`src/rtl/xpt_pkg.sv`:
```
// Shared definitions for the XPT step counter / NMI sequencer slice.
// Optional feature macro used by this slice: XPT_NMI_SYNC_EN
// (adds a two-flop synchronizer in front of the NMI edge detector).
package xpt_pkg;

    // Width of the XPT step counter.
    localparam int XPT_W = 4;

    // Saturation value of the step counter.
    localparam logic [XPT_W-1:0] XPT_MAX = 4'hF;

    // Last step of the CNMI microsequence.
    localparam logic [XPT_W-1:0] XPT_CNMI_LAST = 4'd10;

    // CNMI sequencer state; the encoding doubles as the active-low notCNMI level.
    typedef enum logic {
        CNMI_ACTIVE = 1'b0,
        CNMI_IDLE   = 1'b1
    } cnmi_state_t;

    // Saturating increment of the step counter.
    function automatic logic [XPT_W-1:0] xpt_step(input logic [XPT_W-1:0] value);
        logic [XPT_W-1:0] result;
        if (value == XPT_MAX) begin
            result = value;
        end else begin
            result = value + 1'b1;
        end
        return result;
    endfunction

endpackage

```
`src/rtl/nmi_edge_detect.sv`:
```
// Falling-edge detector for the active-low NMI pin.
// With XPT_NMI_SYNC_EN defined, the pin first passes through a two-flop
// synchronizer; otherwise it is treated as synchronous to clk.
// The output is a single-cycle pulse per high-to-low transition, so a pin
// held low never re-triggers. Every sample flop resets to 1, and the pulse
// is held off until the whole chain holds real pin samples, so a pin that
// is already low when reset releases does not count as an edge.
module nmi_edge_detect
    import xpt_pkg::*;
(
    input  logic clk,
    input  logic rst_n,
    input  logic nmi_n,
    output logic fall
);

`ifdef XPT_NMI_SYNC_EN
    // sync1, sync2, previous-sample
    localparam int CHAIN = 3;
`else
    // current-sample, previous-sample
    localparam int CHAIN = 2;
`endif

    // chain[0] is the newest sample, chain[CHAIN-1] the oldest.
    logic [CHAIN-1:0] chain;
    logic [CHAIN-1:0] armed;

    // Shift the pin into the sample chain and count off the flops that still hold reset values.
    always_ff @(posedge clk or negedge rst_n) begin
        if (!rst_n) begin
            chain <= '1;
            armed <= '0;
        end else begin
            chain <= {chain[CHAIN-2:0], nmi_n};
            armed <= {armed[CHAIN-2:0], 1'b1};
        end
    end

    assign fall = armed[CHAIN-1] & chain[CHAIN-1] & ~chain[CHAIN-2];

endmodule

```
`src/rtl/xpt_nmi_sequencer.sv`:
```
// XPT step counter and NMI entry sequencer.
// Tracks the XPT microstep count, latches a pending NMI from pin edges,
// enters the CNMI sequence at instruction boundaries and maintains the
// CM1 and IFF1/IFF2 interrupt flags. Every output comes straight from a flop.
// Optional feature macro: XPT_NMI_SYNC_EN (synchronize notNMI, see nmi_edge_detect).
module xpt_nmi_sequencer
    import xpt_pkg::*;
(
    input  logic             CLK,
    input  logic             notRESET,
    input  logic             notNMI,
    input  logic             STEP,
    input  logic             INSTR_END,
    input  logic             PR_Reset_XPT,
    input  logic             P2_Set_CM1,
    input  logic             P2_Reset_CNMI,
    input  logic             CLR_CM1,
    input  logic             EI_Set_IFF,
    input  logic             DI_Reset_IFF,
    input  logic             RETN_Restore_IFF,
    output logic [XPT_W-1:0] XPT,
    output logic [XPT_W-1:0] notXPT,
    output logic             notCNMI,
    output logic             CM1,
    output logic             IFF1,
    output logic             IFF2,
    output logic             NMI_PEND
);

    cnmi_state_t      state_q;
    cnmi_state_t      state_d;
    logic             cnmi_entry;
    logic             nmi_fall;
    logic [XPT_W-1:0] xpt_d;

    nmi_edge_detect u_nmi_edge_detect (
        .clk   (CLK),
        .rst_n (notRESET),
        .nmi_n (notNMI),
        .fall  (nmi_fall)
    );

    // CNMI state register.
    always_ff @(posedge CLK or negedge notRESET) begin
        if (!notRESET) begin
            state_q <= CNMI_IDLE;
        end else begin
            state_q <= state_d;
        end
    end

    // CNMI next state: enter at a boundary with an NMI pending, leave on P2_Reset_CNMI.
    // A reset strobe coinciding with a boundary wins, which defers entry one cycle.
    always_comb begin
        state_d    = state_q;
        cnmi_entry = 1'b0;
        case (state_q)
            CNMI_IDLE: begin
                if (P2_Reset_CNMI) begin
                    state_d = CNMI_IDLE;
                end else if (INSTR_END && NMI_PEND) begin
                    state_d    = CNMI_ACTIVE;
                    cnmi_entry = 1'b1;
                end
            end
            CNMI_ACTIVE: begin
                if (P2_Reset_CNMI) begin
                    state_d = CNMI_IDLE;
                end
            end
        endcase
    end

    assign notCNMI = state_q;

    // Next step count: explicit reset, then CNMI entry, then saturating step.
    always_comb begin
        xpt_d = XPT;
        if (PR_Reset_XPT) begin
            xpt_d = '0;
        end else if (cnmi_entry) begin
            xpt_d = '0;
        end else if (STEP) begin
            xpt_d = xpt_step(XPT);
        end
    end

    // Register the count and its complement together so they can never skew.
    always_ff @(posedge CLK or negedge notRESET) begin
        if (!notRESET) begin
            XPT    <= '0;
            notXPT <= XPT_MAX;
        end else begin
            XPT    <= xpt_d;
            notXPT <= ~xpt_d;
        end
    end

    // Pending NMI: a new edge always wins so an NMI arriving at entry or during CNMI is kept.
    always_ff @(posedge CLK or negedge notRESET) begin
        if (!notRESET) begin
            NMI_PEND <= 1'b0;
        end else if (nmi_fall) begin
            NMI_PEND <= 1'b1;
        end else if (cnmi_entry) begin
            NMI_PEND <= 1'b0;
        end
    end

    // M1 flag: set strobe has priority over clear.
    always_ff @(posedge CLK or negedge notRESET) begin
        if (!notRESET) begin
            CM1 <= 1'b1;
        end else if (P2_Set_CM1) begin
            CM1 <= 1'b1;
        end else if (CLR_CM1) begin
            CM1 <= 1'b0;
        end
    end

    // Interrupt flip-flops: CNMI entry saves IFF1 into IFF2, then DI, EI, RETN in that order.
    always_ff @(posedge CLK or negedge notRESET) begin
        if (!notRESET) begin
            IFF1 <= 1'b0;
            IFF2 <= 1'b0;
        end else if (cnmi_entry) begin
            IFF2 <= IFF1;
            IFF1 <= 1'b0;
        end else if (DI_Reset_IFF) begin
            IFF1 <= 1'b0;
            IFF2 <= 1'b0;
        end else if (EI_Set_IFF) begin
            IFF1 <= 1'b1;
            IFF2 <= 1'b1;
        end else if (RETN_Restore_IFF) begin
            IFF1 <= IFF2;
        end
    end

endmodule

```
`config.mk`:
```
export PLATFORM = sky130hd
export DESIGN_NAME = xpt_nmi_sequencer
export DESIGN_NICKNAME = d
export VERILOG_FILES = /design/src/rtl/xpt_pkg.sv /design/src/rtl/nmi_edge_detect.sv /design/src/rtl/xpt_nmi_sequencer.sv
export SDC_FILE = /design/constraint.sdc
export NUM_CORES = 1
export LEC_CHECK = 0
export BUFFER_PORTS_ARGS = -buffer_cell sky130_fd_sc_hd__buf_4
export CAP_MARGIN = 20
export CORE_ASPECT_RATIO = 1.1
export CORE_UTILIZATION = 46
export DETAILED_ROUTE_END_ITERATION = 10
export PLACE_DENSITY = 0.75
export SYNTH_ARGS = -nofsm -noshare
export SYNTH_HDL_FRONTEND = slang
export SYNTH_SLANG_ARGS = --single-unit
```
`constraint.sdc`:
```
create_clock -name CLK -period 1.48 [get_ports CLK]
set_input_delay 0.222 -clock CLK [delete_from_list [all_inputs] [get_ports CLK]]
set_output_delay 0.222 -clock CLK [all_outputs]
set_load 0.02 [all_outputs]
```
==> results.md <==
- Status: finished, final reports clean
- 1st-pass router iterations: 4
- CORE AREA: roughly 1400 sq um
- Initial antenna violation count: 0
- Max Clk Rate: 772 MHz
- Routed wl met3: 116 microns
- Top sig layer: met4
- Area contributors post-synth: dfrtp_1 33%, dfstp_2 31%, nor3_1 2.2%
- Peak VDD IR: 811 uV
- WL final: between 1000 and 1500 microns
- Routed length on met1: around 460 microns
- Number of port buffers: 24
- Syn Nets: 69
- Commonest cells post-synth: 9 x dfrtp_1, 8 x dfstp_2, 4 x nand2_1
- Sequential share of power: 55.8%
- Post-Syn Instances: 56
- Power share of the clock group: between 20% and 30%
- Share of the synthesized area in the top cell type: between 30% and 40%
- RSZ-0062 raised after global routing: false
- Gate power share: between 10% and 20%
- HP Class: in -> reg
- Hold Vio Cnt, Final: 0
- Routed Antenna Nets: 0
- Clock-pin slew on the worst setup and hold paths: ~0.1 ns
- Total Routing Usage GR: 17.4%
- DRC: 0
- Share of layout cells above drive strength 1: between 40% and 50%
- Sw Share: 26.3%
- RePlAce Congestion: about 0.78
- Dominant cell type by area after synthesis: dfrtp_1
- Final net count: 99
- Layout fillers: about 110
- WHS: between 0.04 and 0.05 ns
- Leak: between 0.4 and 0.5 nW
- Count leader, synth: dfrtp_1
- Cell with the largest stage delay on the worst path: dfrtp_1
- Buf/Inv on CP: 0
- TNS Setup: 0 ns
- CTS tree: built
- Max Root-Sink Buffers: 2
- PwrDens: 1050 nW/um^2
- Root Buffer: clkbuf_4
- Syn_area_per_cell: around 12 sq um
- WP data arrival: about 1.5 ns
- Worst stage delay on the critical path: around 0.41 ns
- GR Overflow Total: 0
- Die Wd: 38.6 microns
- Syn-to-layout area delta: 34.4%
- Cells along the critical path: and4b_1 -> or2_4 -> or3_1
- Yosys reg bits: 17
- # IOs: 25
- Delay-heaviest family, CP: simple AND/OR/NAND/NOR gates
- CP max FO: 4
- Async set-or-reset flop fraction in the synthesized netlist: 100%
- Vias: 518
- Number of global-route vias before repair: 470
- Diode count: 0
- Final setup viols: 0
- Total CTS buffers: 3
- Pin count of the biggest net entering global routing: 18
- Count of cells resized by post-cts repair: 0
- Post-Syn Area: between 600 and 700 sq um
- DR vias/cell: 5.13
- CP Class: reg -> reg
- Data required, critical path: 1.70 ns
- Final HPWL DP: around 960 microns
- Slew Limit Fails: 0
- Die height: about 42 microns
- Worst Clk Skew: 0.00875 ns
- # rows: 14
- P_sw: 251 uW
- Tcrit/Tclk final: between 80% and 90%
- Startpoint class of the critical path: flip-flop
- Fin crit period: approximately 1.3 ns
- 1st-iter DRT viols: 8
- H-Tree Level Count: 1
- Clock tree sinks: 17
- First-pass GRT wire length: between 1500 and 2000 microns
- Metal2 WL: around 650 microns
- Die area: 1630 sq um
- Max Cap Viol: 0
- Int Pwr: approximately 700 uW
- EDFF count, synth: 0
- Main synth FF type: dfrtp_1
- Netlist cell types: 27
- DR WL/cell: about 12 microns
- Initial Util: about half
- Worst Setup End Kind: flip-flop
- Sequential fraction of the synthesis area: roughly 64%
- Clock latency on the worst-skew pair: approximately 0.29 ns
- Yosys Warn Count: 0
power by group through the flow:
stage          Clock [mW]  Combinational (mW)  Sequential, mW
2_1_floorplan           0              0.0568           0.574
3_3_place_gp            0               0.179           0.538
3_5_place_dp            0               0.183           0.540
4_1_cts             0.258               0.185           0.532
5_1_grt             0.273               0.197           0.536
6_report            0.239               0.182           0.531
kinds of logic after synthesis:
family	synth area share [%]
AOI/OAI and AO/OA	14.6
other	0.554
DFF	64.3
adders and majority gates	1.85
buffers and inverters	3.33
and+or+nand+nor	15.3
repair_timing:
action / 4_1_cts / 5_1_grt
setup buffers: 0 / 0
hold endpoints to repair: 10 / 0
hold buffers: 1 / 0
registers in the layout, indices dropped and copies added (netlist names):
register	count
CM1	1
NMI_PEND	1
notXPT	4
u_nmi_edge_detect.chain	2
XPT	4
IFF2	1
u_nmi_edge_detect.armed	2
IFF1	1
notCNMI	1
layout by cell type (no fill, tap or decap):
master         Yosys  final
o21ai_0            2      2
and4b_1            1      1
nand3_1            1      1
ha_1               1      1
and3_1             1      1
a21o_2             1      1
nand2_1            4      4
a21o_1             1      1
nor3_1             3      3
inv_1              3      3
dfstp_2            8      8
o31ai_1            1      1
buf_4              0     25
a211o_1            1      1
dlygate4sd3_1      0      1
nor2_1             3      3
clkbuf_4           0      3
o21a_1             2      2
nand4_1            1      1
a21oi_1            1      1
a211oi_1           2      2
or3_1              1      1
nor3b_1            1      1
a21boi_0           2      2
dfrtp_1            9      9
conb_1             1      1
or2_4              1      1
clkbuf_1           0      1
nor2b_1            2      2
o22ai_1            1      1
routing by layer:
layer | GRT usage [%] | up-vias
li1 | - | 251
met1 | 21.2 | 240
met2 | 26.3 | 25
met3 | 5.32 | 2
met4 | 10.3 | 0
met5 | 0 | -
worst reg2reg max path, delay by kind of cell (launching register included):
family	cells	cell delay (ns)
flops	1	0.41
simple gates	3	0.83
stage by stage:
step / worst slack, ns / instances / instance area [sq um] / power [mW] / utilization (%)
global route: 0.0705 / 101 / 910 / 1.01 / 66.6
global placement: 0.218 / 96 / 873 / 0.717 / 63.9
CTS: 0.189 / 101 / 910 / 0.975 / 66.6
finish: 0.185 / 101 / 910 / 0.953 / 66.6
floorplan: 0.0155 / 56 / 677 / 0.631 / -
detailed placement: 0.188 / 96 / 873 / 0.723 / 63.9
cell type report:
class | count | area [sq um] | area share (%)
well taps | 16 | 20.0 | 2.20
repair buffers | 26 | 198 | 21.7
multi-input cells | 35 | 219 | 24.1
inverters | 3 | 11.3 | 1.24
flip-flops and latches | 17 | 435 | 47.9
clock buffers | 4 | 26.3 | 2.89
final timing paths:
check / start / end / slack [ns] / cells after the start
max in group asynchronous: notRESET / notXPT[0] / 0.91 / 2
hold / removal: notNMI / u_nmi_edge_detect.chain[0] / 0.04 / 1
setup reg to reg: NMI_PEND / notXPT[2] / 0.19 / 3
hold reg to reg: u_nmi_edge_detect.armed[0] / u_nmi_edge_detect.armed[1] / 0.36 / 0
setup / recovery: NMI_PEND / notXPT[2] / 0.19 / 3
min in group asynchronous: notRESET / XPT[0] / 0.31 / 2
Note: power is estimated with default switching activity, not from simulation.
